## config.mk

```make
export PLATFORM = sky130hd
export DESIGN_NAME = pzvip_spi_master_engine
export DESIGN_NICKNAME = d
export VERILOG_FILES = /design/src/rtl/pzvip_spi_master_engine.sv
export SDC_FILE = /design/constraint.sdc
export NUM_CORES = 1
export LEC_CHECK = 0
export BUFFER_PORTS_ARGS = -buffer_cell sky130_fd_sc_hd__buf_2
export CORE_ASPECT_RATIO = 1.25
export CORE_MARGIN = 3
export CORE_UTILIZATION = 40
export CTS_CLUSTER_DIAMETER = 200
export DETAILED_ROUTE_END_ITERATION = 12
export PLACE_DENSITY = 0.67
export SLEW_MARGIN = 10
export SYNTH_ARGS = -nofsm -noshare
export SYNTH_HDL_FRONTEND = slang
export SYNTH_SLANG_ARGS = --single-unit
```

## constraint.sdc

```tcl
create_clock -name i_clk -period 5.9 [get_ports i_clk]
set_clock_uncertainty 0.1 [all_clocks]
set_input_delay 0.295 -clock i_clk [delete_from_list [all_inputs] [get_ports i_clk]]
set_output_delay 0.295 -clock i_clk [all_outputs]
set_load 0.05 [all_outputs]
```

## src/rtl/pzvip_spi_master_engine.sv

```systemverilog
// SPI master engine: one frame per accepted command, all four CPOL/CPHA modes,
// programmable half period H = div+1, MSB/LSB-first and SS-held bursts.
//   state | meaning
//   IDLE  | SS high, command port open
//   SETUP | SS low for one H before the first SCLK edge
//   LEAD  | count H, then leading SCLK edge
//   TRAIL | count H, then trailing SCLK edge
//   HOLD  | CPHA=0 only: one H after the last edge
//   RSP   | response presented, pins frozen until handshake
//   CONT  | burst: SS held low, SCLK at CPOL, command port open
//   GAP   | SS high for one H between selections
module pzvip_spi_master_engine #(
    parameter int SS_WIDTH   = 4,
    parameter int DATA_WIDTH = 8,
    parameter int DIV_WIDTH  = 8,
    localparam int SLV_W  = (SS_WIDTH > 1) ? $clog2(SS_WIDTH) : 1,
    localparam int BITS_W = $clog2(DATA_WIDTH + 1)
) (
    input  logic                  i_clk,
    input  logic                  i_rst_n,
    input  logic                  i_cmd_valid,
    output logic                  o_cmd_ready,
    input  logic [SLV_W-1:0]      i_cmd_slave,
    input  logic                  i_cmd_cpol,
    input  logic                  i_cmd_cpha,
    input  logic                  i_cmd_lsb_first,
    input  logic [DIV_WIDTH-1:0]  i_cmd_div,
    input  logic [BITS_W-1:0]     i_cmd_bits,
    input  logic [DATA_WIDTH-1:0] i_cmd_data,
    input  logic                  i_cmd_last,
    output logic                  o_rsp_valid,
    input  logic                  i_rsp_ready,
    output logic [DATA_WIDTH-1:0] o_rsp_data,
    output logic                  o_sclk,
    output logic [SS_WIDTH-1:0]   o_ss_n,
    output logic                  o_mosi,
    input  logic                  i_miso,
    output logic                  o_busy
);

    typedef enum logic [2:0] {
        S_IDLE, S_SETUP, S_LEAD, S_TRAIL, S_HOLD, S_RSP, S_CONT, S_GAP
    } state_t;

    state_t                state_q, state_d;
    logic [DIV_WIDTH-1:0]  cnt_q, cnt_d, div_q, div_d;
    logic [BITS_W-1:0]     bit_idx_q, bit_idx_d, bits_q, bits_d;
    logic [DATA_WIDTH-1:0] tx_q, tx_d, rx_q, rx_d, rsp_data_q, rsp_data_d;
    logic [SLV_W-1:0]      slave_q, slave_d;
    logic                  cpol_q, cpol_d, cpha_q, cpha_d, lsb_q, lsb_d;
    logic                  last_q, last_d, pend_q, pend_d;
    logic                  sclk_q, sclk_d, mosi_q, mosi_d;
    logic [SS_WIDTH-1:0]   ss_n_q, ss_n_d;
    logic                  rsp_valid_q, rsp_valid_d, busy_q, busy_d;
    logic                  cmd_ready_q, cmd_ready_d;

    logic                  accept, latch, start, use_q, finish;
    logic [BITS_W-1:0]     bits_c;
    logic [DATA_WIDTH-1:0] tx_align, rx_smp, st_tx;
    logic                  st_cpol, st_cpha, st_lsb;
    logic [DIV_WIDTH-1:0]  st_div;
    logic [SLV_W-1:0]      st_slave;

    // Out-of-range indices match no line, so the frame runs unselected.
    function automatic logic [SS_WIDTH-1:0] ss_decode(input logic [SLV_W-1:0] s);
        logic [SS_WIDTH-1:0] r;
        r = '1;
        for (int i = 0; i < SS_WIDTH; i++)
            if (32'(s) == i) r[i] = 1'b0;
        return r;
    endfunction

    function automatic logic bit_out(input logic lsb, input logic [DATA_WIDTH-1:0] v);
        return lsb ? v[0] : v[DATA_WIDTH-1];
    endfunction

    function automatic logic [DATA_WIDTH-1:0] shift_out(input logic lsb,
                                                       input logic [DATA_WIDTH-1:0] v);
        return lsb ? (v >> 1) : (v << 1);
    endfunction

    always_comb begin
        state_d     = state_q;
        cnt_d       = cnt_q;
        div_d       = div_q;
        bit_idx_d   = bit_idx_q;
        bits_d      = bits_q;
        tx_d        = tx_q;
        rx_d        = rx_q;
        rsp_data_d  = rsp_data_q;
        slave_d     = slave_q;
        cpol_d      = cpol_q;
        cpha_d      = cpha_q;
        lsb_d       = lsb_q;
        last_d      = last_q;
        pend_d      = pend_q;
        sclk_d      = sclk_q;
        mosi_d      = mosi_q;
        ss_n_d      = ss_n_q;
        rsp_valid_d = rsp_valid_q;
        busy_d      = busy_q;
        cmd_ready_d = cmd_ready_q;

        accept = i_cmd_valid && cmd_ready_q;
        latch  = 1'b0;
        start  = 1'b0;
        use_q  = 1'b0;
        finish = 1'b0;

        bits_c = (i_cmd_bits == '0 || int'(i_cmd_bits) > DATA_WIDTH)
               ? BITS_W'(DATA_WIDTH) : i_cmd_bits;
        // MSB-first data is left-aligned so the first bit always sits at the top.
        tx_align = i_cmd_lsb_first ? i_cmd_data
                                   : (i_cmd_data << (DATA_WIDTH - int'(bits_c)));
        rx_smp = lsb_q ? (rx_q | (DATA_WIDTH'(i_miso) << bit_idx_q))
                       : ((rx_q << 1) | DATA_WIDTH'(i_miso));

        case (state_q)
            S_IDLE: begin
                if (accept) begin
                    latch = 1'b1;
                    start = 1'b1;
                end else begin
                    cmd_ready_d = 1'b1;
                end
            end
            S_SETUP: begin
                if (cnt_q == '0) begin
                    state_d = S_LEAD;
                    cnt_d   = div_q;
                end else begin
                    cnt_d = cnt_q - DIV_WIDTH'(1);
                end
            end
            S_LEAD: begin
                if (cnt_q == '0) begin
                    sclk_d  = ~sclk_q;
                    state_d = S_TRAIL;
                    cnt_d   = div_q;
                    if (!cpha_q) begin
                        rx_d = rx_smp;
                    end else begin
                        mosi_d = bit_out(lsb_q, tx_q);
                        tx_d   = shift_out(lsb_q, tx_q);
                    end
                end else begin
                    cnt_d = cnt_q - DIV_WIDTH'(1);
                end
            end
            S_TRAIL: begin
                if (cnt_q == '0) begin
                    sclk_d = ~sclk_q;
                    cnt_d  = div_q;
                    if (cpha_q) rx_d = rx_smp;
                    if (bit_idx_q == bits_q - BITS_W'(1)) begin
                        if (!cpha_q) state_d = S_HOLD;
                        else         finish  = 1'b1;
                    end else begin
                        bit_idx_d = bit_idx_q + BITS_W'(1);
                        state_d   = S_LEAD;
                        if (!cpha_q) begin
                            mosi_d = bit_out(lsb_q, tx_q);
                            tx_d   = shift_out(lsb_q, tx_q);
                        end
                    end
                end else begin
                    cnt_d = cnt_q - DIV_WIDTH'(1);
                end
            end
            S_HOLD: begin
                if (cnt_q == '0) finish = 1'b1;
                else             cnt_d  = cnt_q - DIV_WIDTH'(1);
            end
            S_RSP: begin
                if (i_rsp_ready) begin
                    rsp_valid_d = 1'b0;
                    if (last_q) begin
                        state_d = S_GAP;
                        cnt_d   = div_q;
                    end else begin
                        state_d     = S_CONT;
                        cmd_ready_d = 1'b1;
                    end
                end
            end
            S_CONT: begin
                if (accept) begin
                    latch = 1'b1;
                    if (i_cmd_slave == slave_q && i_cmd_cpol == cpol_q) begin
                        start = 1'b1;
                    end else begin
                        // The gap is timed with the outgoing frame's divider.
                        ss_n_d      = '1;
                        state_d     = S_GAP;
                        cnt_d       = div_q;
                        pend_d      = 1'b1;
                        cmd_ready_d = 1'b0;
                    end
                end
            end
            S_GAP: begin
                if (cnt_q == '0) begin
                    if (pend_q) begin
                        pend_d = 1'b0;
                        use_q  = 1'b1;
                        start  = 1'b1;
                    end else begin
                        state_d     = S_IDLE;
                        busy_d      = 1'b0;
                        cmd_ready_d = 1'b1;
                    end
                end else begin
                    cnt_d = cnt_q - DIV_WIDTH'(1);
                end
            end
            default: state_d = S_IDLE;
        endcase

        if (finish) begin
            state_d     = S_RSP;
            rsp_valid_d = 1'b1;
            rsp_data_d  = rx_d;
            if (last_q) ss_n_d = '1;
        end

        if (latch) begin
            slave_d = i_cmd_slave;
            cpol_d  = i_cmd_cpol;
            cpha_d  = i_cmd_cpha;
            lsb_d   = i_cmd_lsb_first;
            div_d   = i_cmd_div;
            bits_d  = bits_c;
            last_d  = i_cmd_last;
            tx_d    = tx_align;
        end

        st_cpol  = use_q ? cpol_q  : i_cmd_cpol;
        st_cpha  = use_q ? cpha_q  : i_cmd_cpha;
        st_lsb   = use_q ? lsb_q   : i_cmd_lsb_first;
        st_div   = use_q ? div_q   : i_cmd_div;
        st_slave = use_q ? slave_q : i_cmd_slave;
        st_tx    = use_q ? tx_q    : tx_align;

        if (start) begin
            state_d     = S_SETUP;
            cnt_d       = st_div;
            sclk_d      = st_cpol;
            ss_n_d      = ss_decode(st_slave);
            bit_idx_d   = '0;
            rx_d        = '0;
            busy_d      = 1'b1;
            cmd_ready_d = 1'b0;
            if (!st_cpha) begin
                mosi_d = bit_out(st_lsb, st_tx);
                tx_d   = shift_out(st_lsb, st_tx);
            end else begin
                tx_d = st_tx;
            end
        end
    end

    always_ff @(posedge i_clk) begin
        if (!i_rst_n) begin
            state_q     <= S_IDLE;
            cnt_q       <= '0;
            div_q       <= '0;
            bit_idx_q   <= '0;
            bits_q      <= '0;
            tx_q        <= '0;
            rx_q        <= '0;
            rsp_data_q  <= '0;
            slave_q     <= '0;
            cpol_q      <= 1'b0;
            cpha_q      <= 1'b0;
            lsb_q       <= 1'b0;
            last_q      <= 1'b0;
            pend_q      <= 1'b0;
            sclk_q      <= 1'b0;
            mosi_q      <= 1'b0;
            ss_n_q      <= '1;
            rsp_valid_q <= 1'b0;
            busy_q      <= 1'b0;
            cmd_ready_q <= 1'b0;
        end else begin
            state_q     <= state_d;
            cnt_q       <= cnt_d;
            div_q       <= div_d;
            bit_idx_q   <= bit_idx_d;
            bits_q      <= bits_d;
            tx_q        <= tx_d;
            rx_q        <= rx_d;
            rsp_data_q  <= rsp_data_d;
            slave_q     <= slave_d;
            cpol_q      <= cpol_d;
            cpha_q      <= cpha_d;
            lsb_q       <= lsb_d;
            last_q      <= last_d;
            pend_q      <= pend_d;
            sclk_q      <= sclk_d;
            mosi_q      <= mosi_d;
            ss_n_q      <= ss_n_d;
            rsp_valid_q <= rsp_valid_d;
            busy_q      <= busy_d;
            cmd_ready_q <= cmd_ready_d;
        end
    end

    assign o_cmd_ready = cmd_ready_q;
    assign o_rsp_valid = rsp_valid_q;
    assign o_rsp_data  = rsp_data_q;
    assign o_sclk      = sclk_q;
    assign o_ss_n      = ss_n_q;
    assign o_mosi      = mosi_q;
    assign o_busy      = busy_q;

endmodule
```

# Word level (Yosys, flattened, before mapping)
# Index checks and enable logic that the tools add are counted.
# op_classes
reduce_logical	36
shift	2
addsub	4
mux	102
n_bitwise	5
eq_ne	53
order_cmp	1
# op_table
op	n
2-to-1 mux 8 bit	25
!= test 4 bit (second input constant)	14
2-to-1 mux 1 bit	49
!= test 3 bit (second input constant)	14
2-to-1 mux 3 bit	11
case mux 8 bit (2 select lines)	2
case mux 8 bit (4 select lines)	1
<< shifter 8 x 32 -> 8 bit	1
AND reduction 10 bit	3
2-to-1 mux 4 bit	7
!= test 2 bit (second input constant)	10
case mux 3 bit (6 select lines)	1
equality test 3 bit (second input constant)	4
AND reduction 6 bit	2
nonzero test 2 bit	6
zero test 8 bit	1
OR 8 x 1 -> 8 bit	1
OR 8 bit	1
AND reduction 8 bit	1
nonzero test 4 bit	2
nonzero test 8 bit	1
OR reduction 2 bit	4
<< shifter 1 x 4 -> 8 bit	1
subtractor 8 x 1 -> 8 bit (second input constant)	1
other kinds (30)	40
# totals
wordCells	225
register_bits	67
out_inout_bits	17

# Longest topological paths before layout
# Gate-level depths: netlist of the first run.
# depth
ltp_word	10
depth_mapped	12
depth_no_buf	10

# Least setup slack after synthesis of the first run
# No wires, ideal clock.
# synth_timing
path_type	input-to-reg
startpoint	input i_cmd_bits[0]
endpoint	register tx_q[5]
arrival_time_ns	2.695
path_stages	11
path_buffers	1
setup_ns	0.059
required_ns	5.741
setup_slack_ns	3.046
path_cell_list	nor2b_1 -> buf_2 -> inv_1 -> ha_1 -> or3b_1 -> nand3_1 -> mux2_2 -> a211oi_1 -> o21ai_0 -> a22oi_1 -> o211a_1
# synth_between
elab_chain_len	10
# synth_lines
element	line_no	text
start: declaration	28	input logic [BITS_W-1:0] i_cmd_bits,
> comparator 4 bit or zero test 4 bit (tied branches)	110	bits_c = (i_cmd_bits == '0 || int'(i_cmd_bits) > DATA_WIDTH)
logical OR 1 bit	110	
2-to-1 mux 4 bit (*)	111	? BITS_W'(DATA_WIDTH) : i_cmd_bits;
subtractor 4 x 4 -> 5 bit (*)	114	: (i_cmd_data << (DATA_WIDTH - int'(bits_c)));
<< shifter 8 x 32 -> 8 bit (*)	114	
2-to-1 mux 8 bit (*)	113	tx_align = i_cmd_lsb_first ? i_cmd_data
2-to-1 mux 8 bit	242	st_tx = use_q ? tx_q : tx_align;
2-to-1 mux 8 bit	79	return lsb ? (v >> 1) : (v << 1);
2-to-1 mux 8 bit	253	if (!st_cpha) begin
2-to-1 mux 8 bit (*)	244	if (start) begin
end signal: assignment	290	tx_q <= tx_d;
end: declaration	48	logic [DATA_WIDTH-1:0] tx_q, tx_d, rx_q, rx_d, rsp_data_q, rsp_data_d;
# Mark *: on every way between the ends. The rest lies on a longest branch, timed or not.
# A chain may end at the register's enable or synchronous reset.

# Final worst setup path of the first run
# layout_timing
startpoint	register state_q[0]
endpoint	register tx_q[2]
# layout_between
elab_chain_len	6
# layout_lines
element	line_no	text
start: declaration	45	state_t state_q, state_d;
start signal: assignment	285	state_q <= state_d;
parallel branches: the longest is 6 deep, another holds AND reduction 6 bit	--	
# Parallel ways; which one is timed is not known.

==> run summary, run 1 <==
outcome = finished clean
Syn Nets = 619
H-tree levels = 3
Die Wd = 100.1 um
worst min path class = input pin to register
DR vias = 4,557
Crit Path Max Fanout = 25
Placer Congestion = 0.9078
cell mode on critical path = a31oi_1
Static Leakage = 0.001861 uW
# diodes = 0
vias in the first global route = 4,130
top layer used by detailed routing = met4
CP cell instances = and4_1 -> nand3_2 -> and2_1 -> a31oi_1 -> o21ai_0 -> a31oi_1
Core ar. = 0.01072 mm^2
Startpoint Class = register
Clock Latency Late Sink = 340 ps
EDFF count, synth = 0
Final Net Count = 640
period utilization = 0.6087
Post-Route M1 WL = 5600 um
die area = 0.01238 mm^2
Main synth FF type = dfxtp_1
post-synth top area cell = dfxtp_1
num ports = 48
Via density = 6.142
synth unique cells = 84
initial antenna violation count = 0
post-route setup TNS = 0 ps
clock-pin slew on the worst setup and hold paths = 60 ps
Worst Max-Slew Pin Slew = 1027 ps
post_cts resized = 0
Post-DP HPWL = 9069 um
CP Capture Type = register
CTS tree = done
Die Span Y = 123.7 um
ys async rst share = 0
pin count of the biggest net entering global routing = 26
Placed Area = 0.004663 mm^2
Commonest cells post-synth = 82 x nand2_1, 67 x dfxtp_1, 58 x a21oi_1, 51 x nor2_1, 28 x o21ai_0
global-route wire length before repair = 20,680 um
Largest stage delay, worst path = 910 ps
unrepaired setup endpoints after global routing = no
Synth area leaders = dfxtp_1 30%, nand2_1 6.9%, a21oi_1 6.6%
wire length on met3 = 903 um
post-synthesis register bit count = 67
Setup Fix Bufs, Post-CTS = 0
Buf/Inv on CP = 0
Mapped Cells = 584
clk root buf = clkbuf_16
syn_area_per_cell = 7.586 um^2
Final Cell Area = 0.005015 mm^2
GR Overflow Total = 0
critical path class = register to register
P per Cell Area = 398.7 mW/mm^2
FP Rows = 42
Setup Viol. Count Final = 0
area grow syn2layout = 13.19%
Avg WL per Cell = 17.39 um
most numerous cell in the Yosys netlist = nand2_1
Peak VDD IR = 0.2096 mV
Slew headroom = 0.3122
DR WL met2 = 6135 um
final-report hold violation count = 0
critical path's slowest cell = a31oi_1
ANT nets after route = 0
post-layout util = 0.4678
final hold slack = 90.32 ps
clock sink count = 67
Critical Path RT = 6060 ps
Slew Viols, Final = 0
fin crit period = 3592 ps
Port Buffers = 47
GRT Total Usage = 0.2101
share of layout cells above drive strength 1 = 0.1541
CP arrival = 3750 ps
Max Cap Viol = 0
sequential share of the synthesized area = 0.3027
1st-pass router iterations = 5
Initial Util = 0.4133
Mapped Area = 0.004430 mm^2
Peak Freq = 0.2784 GHz
delay-heaviest family, CP = simple AND/OR/NAND/NOR gates
Synth warnings = 0
clk buf depth = 2
total CTS buffers = 9
DRC viols = 0
hold buffers post-CTS = 0
initial drt markers = 548
Routed Wire Length = 12,900 um
top-area cell type share of the netlist area = 0.3027
-- where the power goes --
| part | internal, uW | total (uW) | switching, uW | leakage (uW) |
|---|---|---|---|---|
| sequential | 519 | 607 | 88.6 | 0.000545 |
| combinational | 286 | 756 | 469 | 0.00114 |
| clock | 425 | 636 | 212 | 0.000173 |
-- final timing paths --
| check | startpoint | endpoint | slack, ps | cells past startpoint |
|---|---|---|---|---|
| max | state_q[0] | tx_q[2] | 2310 | 6 |
| min | i_cmd_last | last_q | 90 | 3 |
| max reg2reg | state_q[0] | tx_q[2] | 2310 | 6 |
| min reg2reg | o_rsp_data[1] | o_rsp_data[1] | 350 | 2 |
-- cell type report --
type / count / area (um^2)
well taps: 132 / 165.2
fillers: 1105 / 5705
flip-flops and latches: 67 / 1341
repair buffers: 49 / 250.2
multi-input cells: 461 / 2843
inverters: 17 / 63.81
clock inverters: 6 / 112.6
clock buffers: 10 / 239.0
-- placed cells by master, fill, tap and decap left out, types with 8 or more instances in the layout --
cell type  count
nor2_1        51
o21ai_0       28
mux2i_1       11
or3_1          8
inv_1         16
nand3_1       18
xnor2_1        9
buf_2         47
a31oi_1       10
nand2_1       82
a211oi_1      12
clkbuf_16      9
dfxtp_1       67
a21oi_1       58
nor2b_1        8
nor3_1        21
-- metrics by stage --
stage          cells  setup WS (ps)  power (uW)
6_report         742           2308        2000
5_1_grt          742           2139        2128
4_1_cts          742           2476        1995
3_5_place_dp     726           2234        1353
3_3_place_gp     726           2327        1340
2_1_floorplan    584           3046        1151
-- layer usage --
metal / up-vias / global-route usage
met4: 0 / 0.07751
met1: 2127 / 0.2793
li1: 2196 / -
met2: 207 / 0.3400
met5: - / 0
met3: 27 / 0.03810
-- flip-flops by register name, indices dropped and copies added (netlist names), 2 cells and up --
register / cells
slave_q: 2
tx_q: 8
bit_idx_q: 4
o_rsp_data: 8
rx_q: 8
state_q: 3
cnt_q: 8
div_q: 8
bits_q: 4
o_ss_n: 4
-- worst min-delay path, cell delays in order --
cell     delay, ps
buf_2           90
nand2_1         40
a21oi_1         50
-- logic make-up (layout without fill, tap and decap cells) --
family	after synthesis	after routing	share of synthesized area
flip-flops	67	67	0.3027
AO/OA/AOI/OAI	186	186	0.2855
adder cells (fa/ha/maj)	4	4	0.01130
XOR/XNOR	16	16	0.03163
AND/OR/NAND/NOR	239	239	0.2705
multiplexers	16	16	0.04264
buffers and inverters	56	82	0.05563
Power figures use the tool's default switching activity.
==> run 2: changes to the inputs <==
Clock period 5.9 ns to 3.5 ns, I/O delays scaled along.
==> run 2 against run 1 <==
Effect of this change: critical path depth grew 1; first-iteration DRC count down 16%; sequential share of layout area is 0.45 points lower; worst hold slack worse by 80 ps; power grew 62%; clock power increased by 42%; register-to-register slack got worse by 1800 ps; count of clock-buffer cells in the layout increased by 2; utilization is 0.79 points higher; cell area is 1.7% higher; largest power group unchanged.
==> run summary, run 2 (synthesis gave the netlist of run 1 again) <==
outcome = finished clean
unrepaired setup endpoints after global routing = no
CP arrival = 3140 ps
fin crit period = 3008 ps
Clock Latency Late Sink = 330 ps
post-route setup TNS = 0 ps
initial drt markers = 463
ANT nets after route = 0
post_cts resized = 0
GR Overflow Total = 0
initial antenna violation count = 0
Routed Wire Length = 13,000 um
Gate power share = 0.404
DRC viols = 0
r2r endpoint = tx_q[6]
overall power = 3235 uW
Max Cap Viol = 0
num ports = 48
Setup Fix Bufs, Post-CTS = 0
Post-DP HPWL = 9288 um
CP Capture Type = register
Die Wd = 100.1 um
switching part of the total power = 0.3934
Crit Path Max Fanout = 20
Die Span Y = 123.7 um
worst min path class = input pin to register
most common cell after layout, fill and taps aside = nand2_1
Core ar. = 0.01072 mm^2
CP cell instances = and4_1 -> nand3_2 -> mux2i_1 -> o211ai_1 -> a221oi_1 -> a21oi_1 -> o221a_1
CTS tree = done
GRT Total Usage = 0.2107
Setup Viol. Count Final = 0
most frequent cells in the layout = 82 x nand2_1, 67 x dfxtp_1, 58 x a21oi_1
Peak VDD IR = 0.3618 mV
total CTS buffers = 9
Slew Viols, Final = 0
CP startpoint = state_q[0]
Worst Max-Slew Pin Slew = 815.0 ps
grt peak-use layer = met2
global-route wire length before repair = 20,990 um
Power Internal = 1962 uW
hold depth = 3
critical path's slowest cell = dfxtp_1
H-tree levels = 3
register share of total power = 0.317
Psw = 1273 uW
Placer Congestion = 0.9397
Via density = 5.966
final-report hold violation count = 0
Final Net Count = 656
clock sink count = 67
Initial Util = 0.4133
critical path class = register to register
hold buffers post-CTS = 8
DR vias = 4,522
Peak Freq = 0.3325 GHz
Avg WL per Cell = 17.15 um
Port Buffers = 47
Largest stage delay, worst path = 740 ps
GR Layer Usage met1 = 0.2748
Startpoint Class = register
P per Cell Area = 634.3 mW/mm^2
area grow syn2layout = 15.11%
FP Rows = 42
clock-pin slew on the worst setup and hold paths = 60 ps
Critical Path RT = 3630 ps
clk root buf = clkbuf_16
CP endpoint = tx_q[6]
pin count of the biggest net entering global routing = 36
M2 GR Usage = 0.3396
# diodes = 0
Static Leakage = 0.001900 uW
die area = 0.01238 mm^2
Reg2Reg Setup Slack = 490 ps
met3 Use GR = 0.03361
vias in the first global route = 4,324
1st-pass router iterations = 5
clk buf depth = 2
period utilization = 0.8594
R2R cell count = 7
Slew headroom = 0.4550
share of layout cells above drive strength 1 = 0.1597
Worst R2R Start = state_q[0]
Clk pwr share = 0.279
-- run 2: power groups by stage --
stage          Sequential (uW)  Combinational (uW)  Clock (uW)
3_5_place_dp              1040                1280           0
2_1_floorplan             1000                 940           0
5_1_grt                   1040                1450         954
3_3_place_gp              1030                1260           0
4_1_cts                   1020                1290         920
6_report                  1030                1310         903
-- run 2: worst min-delay path by stage --
stage,startpoint,endpoint
after floorplan,i_cmd_div[0],div_q[0]
after global placement,i_cmd_last,last_q
after detailed placement,i_cmd_div[7],div_q[7]
after CTS,i_cmd_div[6],div_q[6]
after global routing,i_cmd_cpol,cpol_q
final,i_cmd_cpol,cpol_q
-- run 2: through the flow --
step                hold WS [ps]  cells  cell area (um^2)  setup WS (ps)    util
finish                     9.874    758              5100          492.3  0.4757
global route               20.30    758              5100          249.8  0.4757
CTS                        4.502    758              5100          546.9  0.4757
detailed placement         341.1    734              4723          537.7  0.4406
global placement           316.7    734              4723          552.7  0.4406
floorplan                  211.0    584              4431          766.0       -
-- run 2: layout make-up --
class,count,area [um^2]
clock buffers,12,246.5
clock inverters,4,50.05
well taps,132,165.2
repair buffers,65,390.4
flip-flops and latches,67,1341
multi-input cells,461,2843
inverters,17,63.81
fillers,1067,5620
-- run 2: metal layers --
| layer | vias to the layer above | routed length, um |
|---|---|---|
| met5 | - | 0 |
| met4 | 0 | 302 |
| met3 | 28 | 719 |
| met2 | 173 | 6189 |
| met1 | 2100 | 5790 |
| li1 | 2221 | - |
-- run 2: worst max-delay path, delay by kind of cell, from the launching register on --
family | cells | cell delay [ps]
compound gates | 4 | 720
flops | 1 | 740
mux | 1 | 630
simple gates | 2 | 700
==> run 3: changes to the inputs <==
--- a/config.mk
+++ b/config.mk
@@ -6,4 +6,5 @@
 export NUM_CORES = 1
 export LEC_CHECK = 0
+export ABC_AREA = 1
 export BUFFER_PORTS_ARGS = -buffer_cell sky130_fd_sc_hd__buf_2
 export CORE_ASPECT_RATIO = 1.25
==> constraint.sdc (replaced) <==
create_clock -name i_clk -period 3.5 [get_ports i_clk]
set_clock_uncertainty 0.1 [all_clocks]
set_input_delay 0.525 -clock i_clk [delete_from_list [all_inputs] [get_ports i_clk]]
set_output_delay 0.525 -clock i_clk [all_outputs]
set_load 0.05 [all_outputs]
==> run 3 against run 2 <==
Effect of this change: clock power rose by 9.5%; combinational power fell by 17%; first-iteration DRC count fell by 21%; worst setup slack improved by 290 ps; synthesized area rose by 3.4%; via count rose by 6.4%; fmax rose by 11%; die area rose by 3.2%.
==> run summary, run 3 <==
Setup Fix Bufs, Post-CTS = 0
post-route setup TNS = 0 ps
Startpoint Class = register
most numerous cell in the Yosys netlist = nand2_1
worst slack, placed = 557.6 ps
GR Overflow Total = 0
clock sink count = 67
top-area cell type share of the netlist area = 0.2929
Synth warnings = 0
Core ar. = 0.01114 mm^2
initial antenna violation count = 1
post-synthesis register bit count = 67
Die Span Y = 125.6 um
Slew headroom = 0.3848
Syn Nets = 737
num ports = 48
critical path's slowest cell = dfxtp_1
period utilization = 0.7776
Via density = 5.487
post-synth top area cell = dfxtp_1
Synth area leaders = dfxtp_1 29%, nand2_1 11%, o21ai_0 9.4%
ys async rst share = 0
Max Cap Viol = 0
Post-DP HPWL = 9675 um
CP Capture Type = register
Die Wd = 101.7 um
synth unique cells = 47
outcome = finished clean
post-layout util = 0.4676
delay-heaviest family, CP = simple AND/OR/NAND/NOR gates
Commonest cells post-synth = 133 x nand2_1, 86 x inv_1, 86 x o21ai_0, 68 x nand3_1, 67 x dfxtp_1
area grow syn2layout = 13.72%
most common cell after layout, fill and taps aside = nand2_1
initial drt markers = 368
overall power = 3034 uW
H-tree levels = 3
Mapped Cells = 702
Largest stage delay, worst path = 750 ps
sequential share of the synthesized area = 0.2929
post_cts resized = 0
EDFF count, synth = 0
worst min path class = input pin to register
vias in the first global route = 4,616
syn_area_per_cell = 6.523 um^2
Slew Viols, Final = 0
ANT nets after route = 0
global-route wire length before repair = 21,870 um
FP Rows = 43
Initial Util = 0.4112
Peak Freq = 0.3674 GHz
hold buffers post-CTS = 0
clk root buf = clkbuf_16
Crit Path Max Fanout = 16
Routed Wire Length = 13,120 um
# diodes = 0
total CTS buffers = 9
DRC viols = 0
Peak VDD IR = 0.3001 mV
clk buf depth = 2
P per Cell Area = 582.6 mW/mm^2
pin count of the biggest net entering global routing = 47
CP cell instances = inv_1 -> nor2_4 -> nand3_1 -> nand3b_4 -> inv_2 -> o21ai_2 -> nand2_1 -> nand2_2 -> inv_1 -> a21oi_1 -> a21oi_1
clock-pin slew on the worst setup and hold paths = 60 ps
fin crit period = 2722 ps
final hold slack = 349.1 ps
setup slack after layout = 778.5 ps
share of layout cells above drive strength 1 = 0.1523
Placer Congestion = 0.9107
critical path class = register to register
Port Buffers = 47
die area = 0.01278 mm^2
Reg2Reg Setup Slack = 780 ps
Final Net Count = 772
unrepaired setup endpoints after global routing = no
Static Leakage = 0.002217 uW
Avg WL per Cell = 14.96 um
Clock Latency Late Sink = 330 ps
Buf/Inv on CP = 3
most frequent cells in the layout = 133 x nand2_1, 86 x inv_1, 86 x o21ai_0
Setup Viol. Count Final = 0
Critical Path RT = 3620 ps
CTS tree = done
GRT Total Usage = 0.2117
DR vias = 4,812
Mapped Area = 0.004579 mm^2
CP arrival = 2840 ps
Main synth FF type = dfxtp_1
final-report hold violation count = 0
1st-pass router iterations = 6
Worst Max-Slew Pin Slew = 921.5 ps
[run 3: changes by cell type after synthesis, moves of 9 or more]
cell and change:
nor2_1 -10, nor3_1 -9, mux2i_1 -11, o21ai_0 +58
nand3_1 +50, o211ai_1 +12, inv_1 +70, nand2_1 +51
[run 3: power by group]
part           switching, uW  leakage [uW]  internal, uW  total [uW]
Clock                    346      0.000155           643         989
Combinational            711       0.00152           378        1090
Sequential              90.8      0.000546           865         956
Total                   1150       0.00222          1890        3030
[run 3: metal layers]
layer	vias up	track usage	wire, um
li1	2428	-	-
met5	-	0	18
met3	29	0.03213	657
met1	2184	0.2626	5565
met4	2	0.08685	336
met2	169	0.3609	6541
[run 3: cell type report]
class                      count  area (um^2)
timing repair buffer          55        295.3
clock buffer                  10        239.0
inverter                      93        354.1
multi-input combinational    511         2720
tap                          135        168.9
sequential                    67         1341
fill                        1118         5929
clock inverter                 6        88.84
[run 3: cell families after synthesis]
| logic type | Yosys count | share of synthesized area |
|---|---|---|
| xor+xnor | 16 | 0.03224 |
| fa+ha+maj | 4 | 0.01093 |
| compound gates | 198 | 0.2486 |
| simple gates | 293 | 0.3022 |
| flops | 67 | 0.2929 |
| buf+inv | 124 | 0.1131 |
[run 3: final timing paths]
kind                 from        to  depth (start not counted)
min          i_cmd_div[6]  div_q[6]                          3
max reg2reg    state_q[2]   tx_q[2]                         11
max            state_q[2]   tx_q[2]                         11
min reg2reg        cpol_q    cpol_q                          2
[run 3: worst reg2reg max path, delay by kind of cell, from the launching register on]
kind / cells / cell delay (ps)
AOI/OAI and AO/OA: 3 / 300
DFF: 1 / 750
and+or+nand+nor: 5 / 880
buffers and inverters: 3 / 590
[run 3: metrics by stage]
stage          cells  area [um^2]
6_report         877         5207
5_1_grt          877         5207
4_1_cts          877         5207
3_5_place_dp     861         4880
3_3_place_gp     861         4880
2_1_floorplan    702         4579
